## src/rtl/booth_r4_decode_acc.sv

```systemverilog
// Radix-4 Booth digit decoder and serial accumulator: one pre-decoded digit
// per cycle is turned into a partial product and summed into a 2*WIDTH product.
//
// state | meaning
// IDLE  | waiting for an operand/digit set, in_ready high
// RUN   | adding one partial product per cycle, digit 0 first
// DONE  | product presented on result until the output handshake
module booth_r4_decode_acc #(
   parameter int WIDTH = 8
) (
   input  logic                 clk,
   input  logic                 rst_n,
   input  logic                 in_valid,
   output logic                 in_ready,
   input  logic [WIDTH-1:0]     op_1,
   input  logic [WIDTH/2:0]     val,
   input  logic [WIDTH/2:0]     sign,
   input  logic [WIDTH/2:0]     double,
   output logic                 out_valid,
   input  logic                 out_ready,
   output logic [2*WIDTH-1:0]   result,
   output logic                 busy
);

   localparam int NUM = WIDTH/2 + 1;
   localparam int D   = WIDTH/2;
   localparam int CW  = $clog2(NUM);
   localparam logic [CW-1:0] CNT_LAST = CW'(D - 1);

   typedef enum logic [1:0] {IDLE, RUN, DONE} state_t;

   state_t               state_q, state_d;
   logic [CW-1:0]        cnt_q, cnt_d;
   logic [WIDTH-1:0]     op_q, op_d;
   logic [NUM-1:0]       val_q, val_d;
   logic [NUM-1:0]       sign_q, sign_d;
   logic [NUM-1:0]       dbl_q, dbl_d;
   logic [2*WIDTH-1:0]   acc_q, acc_d;
   logic [2*WIDTH-1:0]   res_q, res_d;
   logic [2*WIDTH-1:0]   pp;
   logic [2*WIDTH-1:0]   sum;

   // Partial product of the digit selected by cnt_q; the top digit is never addressed.
   always_comb begin
      pp = {{WIDTH{op_q[WIDTH-1]}}, op_q};
      if (dbl_q[cnt_q])
         pp = pp << 1;
      if (sign_q[cnt_q])
         pp = -pp;
      if (!val_q[cnt_q])
         pp = '0;
      pp  = pp << {cnt_q, 1'b0};
      sum = acc_q + pp;
   end

   always_comb begin
      state_d   = state_q;
      cnt_d     = cnt_q;
      op_d      = op_q;
      val_d     = val_q;
      sign_d    = sign_q;
      dbl_d     = dbl_q;
      acc_d     = acc_q;
      res_d     = res_q;
      in_ready  = 1'b0;
      out_valid = 1'b0;
      case (state_q)
         IDLE: begin
            in_ready = 1'b1;
            if (in_valid) begin
               op_d    = op_1;
               val_d   = val;
               sign_d  = sign;
               dbl_d   = double;
               acc_d   = '0;
               cnt_d   = '0;
               state_d = RUN;
            end
         end
         RUN: begin
            acc_d = sum;
            cnt_d = cnt_q + 1'b1;
            if (cnt_q == CNT_LAST) begin
               res_d   = sum;
               state_d = DONE;
            end
         end
         DONE: begin
            out_valid = 1'b1;
            if (out_ready)
               state_d = IDLE;
         end
         default: state_d = IDLE;
      endcase
   end

   always_ff @(posedge clk or negedge rst_n) begin
      if (!rst_n) begin
         state_q <= IDLE;
         cnt_q   <= '0;
         op_q    <= '0;
         val_q   <= '0;
         sign_q  <= '0;
         dbl_q   <= '0;
         acc_q   <= '0;
         res_q   <= '0;
      end else begin
         state_q <= state_d;
         cnt_q   <= cnt_d;
         op_q    <= op_d;
         val_q   <= val_d;
         sign_q  <= sign_d;
         dbl_q   <= dbl_d;
         acc_q   <= acc_d;
         res_q   <= res_d;
      end
   end

   assign result = res_q;
   assign busy   = (state_q != IDLE);

endmodule

```

## config.mk

```make
export PLATFORM = sky130hd
export DESIGN_NAME = booth_r4_decode_acc
export DESIGN_NICKNAME = d
export VERILOG_FILES = /design/src/rtl/booth_r4_decode_acc.sv
export SDC_FILE = /design/constraint.sdc
export NUM_CORES = 1
export LEC_CHECK = 0
export CORE_MARGIN = 4
export CORE_UTILIZATION = 52
export CTS_BUF_LIST = sky130_fd_sc_hd__clkbuf_4 sky130_fd_sc_hd__clkbuf_8 sky130_fd_sc_hd__clkbuf_16
export DETAILED_ROUTE_END_ITERATION = 10
export GPL_TIMING_DRIVEN = 0
export PLACE_DENSITY_LB_ADDON = 0.25
export SETUP_SLACK_MARGIN = 0.15
export SLEW_MARGIN = 20
export SYNTH_ARGS = -nofsm -noshare
export SYNTH_HDL_FRONTEND = slang
export SYNTH_SLANG_ARGS = --single-unit
```

## constraint.sdc

```tcl
create_clock -name clk -period 4.8 [get_ports clk]
set_input_delay 0.96 -clock clk [delete_from_list [all_inputs] [get_ports clk]]
set_output_delay 0.96 -clock clk [all_outputs]
set_load 0.01 [all_outputs]
```

## After elaboration in Yosys (flattened, before gate mapping)

Index checks and enable logic that the tools add are counted.

| word-level totals | value |
|---|---|
| output and inout port bits | 19 |
| input bits | 27 |
| word-level logic and storage cells | 45 |
| register bits | 60 |

| operators by class | value |
|---|---|
| eq/ne operators | 6 |
| reduce and logical (&&, ||, !) cells | 7 |
| shift-type cells | 1 |
| $lt $le $gt $ge | 1 |
| $add $sub $neg | 3 |
| mux-type cells | 19 |

Operator list:

| kind | number |
|---|---|
| $mux 16 | 3 |
| $pmux 16 s2 | 1 |
| $add 16x16->16 | 1 |
| $neg 16->16 | 1 |
| $shl 16x4->16 | 1 |
| $bmux 1 s3 | 3 |
| $mux 8 | 1 |
| $mux 2 | 3 |
| $ne 2x2->1 const B | 3 |
| $pmux 2 s3 | 1 |
| $pmux 3 s2 | 1 |
| $reduce_and 2->1 | 3 |
| $mux 1 | 5 |
| $lt 3x4->1 const B | 1 |
| $reduce_bool 2->1 | 2 |
| $add 3x1->3 const B | 1 |
| $eq 3x2->1 const B | 1 |
| $mux 3 | 1 |
| $reduce_and 3->1 | 1 |
| $eq 2x1->1 const B | 1 |
| $eq 2x2->1 const B | 1 |
| $logic_not 2->1 | 1 |

## Longest topological paths before layout

Gate-level depths: netlist (run 1).

| depth | value |
|---|---|
| depth after elaboration | 9 |
| depth in mapped cells | 23 |
| gate-level depth less buffers | 22 |

## Worst setup path before layout (run 1)

Ideal clock, no wire load.

| timing | value |
|---|---|
| path kind | reg2reg |
| start point | reg cnt_q[0] |
| end point | reg res_q[15], in the netlist result[15] |
| cell stages (with the launch flop) | 23 |
| data required time | 4664 ps |
| slack | -242 ps |
| period minus slack after synthesis | 5042 ps |
| library setup time | 136 ps |
| data arrival time | 4905 ps |
| path buffers | 1 |
| cells stage by stage | dfrtp_1 -> buf_6 -> or4b_4 -> o21a_2 -> nand2_4 -> mux2i_1 -> ha_1 -> or3b_2 -> nor3_1 -> nor3_1 -> nor3_1 -> nor2_1 -> o2111a_1 -> a2bb2oi_1 -> ha_1 -> a21oi_1 -> o21ai_0 -> a31oi_1 -> o31a_1 -> xnor2_1 -> xor2_1 -> o2bb2ai_1 -> a41oi_2 |

| between the ends | value |
|---|---|
| word-level cells in the longest chain between the ends | 8 |
| elaborated cells between the ends (all ways) | 14 |
| those cells by class | 2 x add/sub; 1 x eq/ne; 1 x shift; 9 x mux; 1 x reduce/logical |

RTL lines:

| item | line | text |
|---|---|---|
| start: declaration | 33 | `logic [CW-1:0] cnt_q, cnt_d;` |
| start signal: assignment | 109 | `cnt_q <= cnt_d;` |
| $bmux 1 s3 | 46 | `if (dbl_q[cnt_q])` |
| $mux 1 (implied by the code) | 46 |  |
| $mux 8 | 46 |  |
| $neg 16->16 | 49 | `pp = -pp;` |
| $mux 16 | 48 | `if (sign_q[cnt_q])` |
| $mux 16 | 50 | `if (!val_q[cnt_q])` |
| $shl 16x4->16 | 52 | `pp = pp << {cnt_q, 1'b0};` |
| $add 16x16->16 | 53 | `sum = acc_q + pp;` |
| end signal: assignment | 115 | `res_q <= res_d;` |
| end: declaration | 39 | `logic [2*WIDTH-1:0] res_q, res_d;` |

Parallel ways exist; a longest one is shown, timed or not. The select of a mux whose other input is x is not followed.
A chain may end at the register's enable or synchronous reset.

## Worst setup path in the final report (run 1)

| timing | value |
|---|---|
| start point | reg cnt_q[1] |
| end point | reg res_q[15], in the netlist result[15] |

Same word-level chain as after synthesis.

==> flow_summary_export.csv, run 1 <==
group,metric,value,unit
worst_setup_path,path_delay_family,"compound AO/OA/AOI/OAI gates",
worst_setup_path,reg2reg_depth,20,
worst_setup_path,critPathMaxFanout,6,
placement,hpwl,8080,um
placement,pre_cts_slack,-0.564,ns
worst_setup_path,rr_endpoint,"result[15]",
routing,route.met2.wl,5590,um
routing,post_drt_wl_per_cell,18.4,um
timing,rsz0062_at_grt,"true",
timing,tightest_slew,0.650,ns
synth,synth_edf_count,0,
floorplanning,rows,32,
routing,routed_wl,11800,um
synth,synth.top_cell.area_share,36.0,%
timing,finalHoldViolCount,0,
global_routing,gr-total-overflow,0,
clock_network,cts_root_buf,"clkbuf_8",
synth,async_reset_ff_share,100,%
routing,top_layer,"met4",
outcome,violations,"negative setup slack",
routing,ant_nets,0,
worst_setup_path,worstSetupEndpointType,"register",
worst_setup_path,start_kind,"register",
final_layout,fin_util,71.1,%
final_layout,num_antenna_cells,0,
synth,synth_ff_type,"dfrtp_1",
placement,io_buffers,45,
final_layout,drive_above_1_share,28.3,%
clock_network,cts.clk_slew.worst_paths,0.08,ns
synth,synth_common_cells,"dfrtp_1 (60), o21ai_0 (51), nand2_1 (38), mux2_2 (26), nand3_1 (24)",
timing,min_period_over_period,104,%
synth,post_synth_instance_area,4170,um^2
global_routing,grt_pass1_vias,3895,
clock_network,cts_buffer_depth,2,
worst_setup_path,cp.arrival,5.24,ns
synth,avgSynthCellArea,9.24,um^2
worst_setup_path,cp_slowest_cell,"or4b_4",
routing,route.met3.wl,920,um
floorplanning,num_io_pins,46,
routing,via_per_inst,6.27,
flow_run,maxCapViolations,0,
final_layout,syn2layout_area_growth,32.5,%
global_routing,grt_max_degree,34,
clock_network,clock-sinks,60,
worst_setup_path,critical_path.endpoint,"result[15]",
worst_setup_path,critPathBufInv,1,
clock_network,numCtsBuffers,9,
floorplanning,dieArea,9510,um^2
synth,synth_most_common_cell,"dfrtp_1",
timing,fin_ws,-0.188,ns
worst_setup_path,crit_type,"reg -> reg",
timing,slew_viol_final,0,
floorplanning,die_w,97.5,um
clock_network,tritoncts,"done",
synth,ys_seq_area_share,36.0,%
synth,synth_cell_types,78,
final_layout,n_fill_cell,598,
synth,synth.area.top_cells,"dfrtp_1 (36%), mux2_2 (7.0%), o21ai_0 (6.1%)",
floorplanning,die-height,97.5,um
timing,relSlewSlack,56.7,%
hold_path,min_path_type,"reg -> reg",
clock_network,cts_max_level,3,
global_routing,grtUsageTotal,24.7,%
timing,fin_worst_skew,0.00862,ns
worst_setup_path,path_cells,"or4b_4 > o21a_4 > nand2_4 > mux2i_4 > ha_2 > or3b_4 > buf_4 > a211o_1 > nand4_1 > nor2_1 > o21ai_0 > a2bb2oi_4 > ha_4 > and4_4 > a31oi_2 > o31a_1 > xnor2_2 > xor2_1 > o2bb2ai_1 > a41oi_2",
routing,first_pass_iters,6,
worst_setup_path,startpoint,"cnt_q[1]",
outcome,status,"finished, violations left",
global_routing,grt_pass1_wl,19400,um
hold_path,worstHoldStart,"result[9]",
synth,synth_cells,451,
worst_setup_path,crit_path_max_incr_delay,0.54,ns
timing,period_minus_slack,4.99,ns
global_routing,grt_antenna_before_repair,0,
timing,setup_viol,8,
timing,fmax,0.200,GHz
worst_setup_path,worstSetupPathDepth,20,
final_layout,nets,582,
clock_network,worstSkewPairLatency,0.34,ns
synth,synth_nets,497,
worst_setup_path,worstPathRequired,5.06,ns
routing,first_iter_violations,402,
worst_setup_path,r2r_setup_slack,-0.19,ns
routing,vias,4033,
floorplanning,start_util,53.7,%
routing,drc_errors,0,
floorplanning,coreArea,7770,um^2
routing,wl_met1,5070,um
synth,yosys.area.top_type,"dfrtp_1",
clock_network,cts_hold_buf,0,
synth,synth_warnings,0,
worst_setup_path,r2r_start,"cnt_q[1]",
synth,ys_seq_elements,60,
placement,place_congestion,0.981,
layer usage:
metal / vias up / track usage [%]
met4: 0 / 7.03
met2: 201 / 39.2
met1: 1952 / 33.7
met3: 26 / 5.74
li1: 1854 / -
met5: - / 0
stage by stage:
stage	std cells	area [um^2]	hold WS (ns)	TNS [ns]
floorplan	451	4210	0.471	0
global placement	598	4790	0.464	-1.74
detailed placement	599	4810	0.472	-2.94
CTS	636	5300	0.488	0
global route	643	5520	0.519	-3.15
finish	643	5520	0.491	-0.913
tightest hold or removal path, delay by kind of cell (launching register included):
family / cells / cell delay, ns
compound gates: 1 / 0.06
simple gates: 1 / 0.05
flops: 1 / 0.35
flip-flops by register name (all words and copies together) (netlist names):
signal	flops
acc_q	16
dbl_q	5
result	16
cnt_q	3
state_q	2
op_q	8
val_q	5
sign_q	5
cell type report:
type	instances	area [um^2]	share of cell area, %
multi-input combinational	350	2760	50.0
clock inverter	4	47.5	0.861
tap	102	128	2.31
buffer	27	181	3.29
inverter	14	52.6	0.952
sequential	60	1500	27.2
clock buffer	12	159	2.88
timing repair buffer	74	686	12.4
cells in the final DEF, fill, tap and decap left out, types with 5 or more instances in the layout:
cell type and n:
dfrtp_1 58, clkdlybuf4s50_1 44, nand2_1 37, o21ai_0 35
buf_4 27, mux2_2 26, nand3_1 23, nor2_1 21
clkbuf_8 18, clkbuf_1 16, o21ai_1 13, ha_1 13
inv_1 12, a21oi_1 12, xor2_1 8, mux2i_1 7
a21oi_2 7, o211ai_1 7, nor3_1 7, o21ai_2 6
nand2b_1 6, o22ai_1 5, o21a_1 5, o211a_1 5
a211oi_1 5
how the worst min path moves through the flow:
stage / endpoint / slack [ns] / cells after the start
after floorplan: dbl_q[0] / 0.47 / 1
after global placement: result[13] / 0.46 / 2
after detailed placement: result[9] / 0.47 / 2
after CTS: result[9] / 0.49 / 2
after global routing: result[7] / 0.52 / 2
final: result[9] / 0.49 / 2
cell families (layout without fill, tap and decap cells):
family,count (synthesis),after routing,share of synthesized area [%]
AND/OR/NAND/NOR,139,139,17.3
XOR/XNOR,12,12,2.52
buffers and inverters,41,131,5.61
flip-flops,60,60,36.0
adder cells (fa/ha/maj),19,19,5.88
multiplexers,34,34,8.95
AO/OA/AOI/OAI,146,146,23.7
repair_timing:
action | 4_1_cts | 5_1_grt
endpoints found under the setup margin | 16 | 16
pin swaps | 24 | 25
setup buffers | 21 | 7
resized for setup | 28 | 44
Power of run 1 is left out: the tool's default activity adds up to more than one toggle a clock period on the data nets, which glitch-free logic cannot reach.
==> run 2, diff against run 1 <==
--- a/config.mk
+++ b/config.mk
@@ -5,8 +5,8 @@
 export SDC_FILE = /design/constraint.sdc
 export NUM_CORES = 1
 export LEC_CHECK = 0
-export CORE_MARGIN = 4
-export CORE_UTILIZATION = 52
+export CORE_MARGIN = 3
+export CORE_UTILIZATION = 55
 export CTS_BUF_LIST = sky130_fd_sc_hd__clkbuf_4 sky130_fd_sc_hd__clkbuf_8 sky130_fd_sc_hd__clkbuf_16
 export DETAILED_ROUTE_END_ITERATION = 10
 export GPL_TIMING_DRIVEN = 0
==> constraint.sdc (replaced) <==
create_clock -name clk -period 6.5 [get_ports clk]
set_input_delay 1.3 -clock clk [delete_from_list [all_inputs] [get_ports clk]]
set_output_delay 1.3 -clock clk [all_outputs]
set_load 0.01 [all_outputs]
==> run 2 against run 1 <==
Compared with the run above: the run now ends clean; design area decreased by 9.5%; routed wire length decreased by 6.8%; global-route usage increased by 2.2 points; first-iteration DRC count decreased by 35%; setup slack improved by 0.94 ns; die area decreased by 9.0%; worst hold slack got worse by 0.0015 ns; non-clock buffer count decreased by 28; maximum frequency decreased by 13%; largest cell class unchanged.
==> flow_summary_export.csv, run 2 (synthesized netlist as in run 1, its figures left out) <==
group,metric,value,unit
global_routing,grtUsageTotal,26.9,%
routing,routed_wl,11000,um
floorplanning,die_w,93.1,um
routing,first_pass_iters,5,
worst_setup_path,crit_path_max_incr_delay,0.55,ns
worst_setup_path,cp.arrival,5.97,ns
clock_network,cts.clk_slew.worst_paths,0.07,ns
placement,numPlacedInstances,596,
global_routing,grt_antenna_before_repair,0,
global_routing,grt_pass1_vias,3732,
placement,place_congestion,0.926,
floorplanning,start_util,57.2,%
worst_setup_path,start_kind,"register",
timing,tns,0,ns
final_layout,seq_area,1500,um^2
final_layout,drive_above_1_share,15.0,%
timing,relSlewSlack,55.2,%
clock_network,numCtsBuffers,9,
worst_setup_path,worstSetupEndpointType,"register",
final_layout,multiInputGateArea,2430,um^2
timing,fin_worst_skew,0.00920,ns
clock_network,worstSkewPairLatency,0.35,ns
worst_setup_path,path_cells,"buf_6 > or4b_4 > o21a_2 > nand2_4 > mux2i_1 > ha_1 > or3b_2 > nor3_1 > nand2_1 > nor3_1 > o21ai_0 > nand2_1 > o2111a_1 > a2bb2oi_1 > ha_1 > a21oi_1 > o21ai_0 > a31oi_1 > o31a_1 > xnor2_1 > xor2_1 > o2bb2ai_1 > a41oi_2",
global_routing,grt_max_degree,34,
worst_setup_path,crit_type,"reg -> reg",
floorplanning,coreArea,7290,um^2
worst_setup_path,critPathMaxFanout,10,
hold_path,min_path_type,"reg -> reg",
outcome,status,"complete, no violations",
worst_setup_path,worstPathRequired,6.72,ns
final_layout,syn2layout_area_growth,19.8,%
global_routing,grt_pass1_wl,18400,um
timing,hold_slack,0.490,ns
floorplanning,dieArea,8660,um^2
timing,finalHoldViolCount,0,
routing,first_iter_violations,262,
final_layout,n_fill_cell,598,
clock_network,cts_max_level,3,
clock_network,cts_hold_buf,0,
floorplanning,die-height,93.1,um
floorplanning,num_io_pins,46,
clock_network,cts-resized-gates,0,
final_layout,num_antenna_cells,0,
worst_setup_path,reg2reg_depth,23,
timing,min_period_over_period,88.5,%
final_layout,nets,554,
routing,ant_nets,0,
final_layout,layout_common_cells,"dfrtp_1 (60), o21ai_0 (51), clkdlybuf4s50_1 (44)",
clock_network,cts_buffer_depth,2,
floorplanning,rows,31,
placement,hpwl,8140,um
routing,vias,3780,
timing,period_minus_slack,5.75,ns
timing,rsz0062_at_grt,"false",
clock_network,cts_root_buf,"clkbuf_8",
worst_setup_path,cp_slowest_cell,"or4b_4",
timing,setup_viol,0,
routing,via_per_inst,6.18,
clock_network,postCtsSetupBuffers,0,
placement,io_buffers,45,
routing,drc_errors,0,
global_routing,gr-total-overflow,0,
clock_network,clock-sinks,60,
timing,tightest_slew,0.670,ns
flow_run,maxCapViolations,0,
final_layout,final_common_cell,"dfrtp_1",
timing,slew_viol_final,0,
final_layout,stdcell_count,612,
timing,fmax,0.174,GHz
routing,post_drt_wl_per_cell,18.0,um
clock_network,tritoncts,"done",
hold_path,holdPathStages,2,
## run 2: cell types whose count changed in the layout (fill, tap and decap cells not counted), sizes merged
| cell | delta |
|---|---|
| buf | -28 |
| bufinv | +1 |
| clkinvlp | -1 |
## run 2: cell type report
class | count | area share (%)
multi-input cells | 350 | 48.7
flip-flops and latches | 60 | 30.1
repair buffers | 46 | 9.37
plain buffers | 27 | 3.63
clock buffers | 12 | 3.31
well taps | 99 | 2.48
clock inverters | 4 | 1.40
inverters | 14 | 1.05
## run 2: final timing paths
path / from / slack, ns / endpoint
setup / recovery: cnt_q[0] / 0.75 / result[15]
hold / removal: result[3] / 0.49 / result[3]
setup reg to reg: cnt_q[0] / 0.75 / result[15]
hold reg to reg: result[3] / 0.49 / result[3]
max in group asynchronous: rst_n / 5.13 / acc_q[10]
min in group asynchronous: rst_n / 0.87 / op_q[6]
## run 2: stage by stage
step	cell area, um^2	utilization [%]	setup WS (ns)
4_1_cts	4990	68.5	0.821
6_report	4990	68.5	0.748
3_5_place_dp	4760	65.3	0.845
5_1_grt	4990	68.5	0.252
2_1_floorplan	4170	-	1.46
3_3_place_gp	4740	65.0	0.838
## run 2: worst max-delay path, delay by kind of cell (launching register included)
kind                     cells  cell delay, ns
XOR/XNOR                     2            0.41
adder cells (fa/ha/maj)      2            0.59
flip-flops                   1            0.39
buffers and inverters        1            0.16
multiplexers                 1            0.24
AO/OA/AOI/OAI               10            1.83
AND/OR/NAND/NOR              7            2.00
## run 2: routing by layer
metal / GRT usage, % / vias up / wire (um)
met5: 0 / - / 0
met1: 35.1 / 1821 / 4800
met4: 8.55 / 0 / 232
li1: - / 1799 / -
met2: 44.9 / 135 / 5300
met3: 5.39 / 25 / 680
Power of run 2 is left out for the same reason.
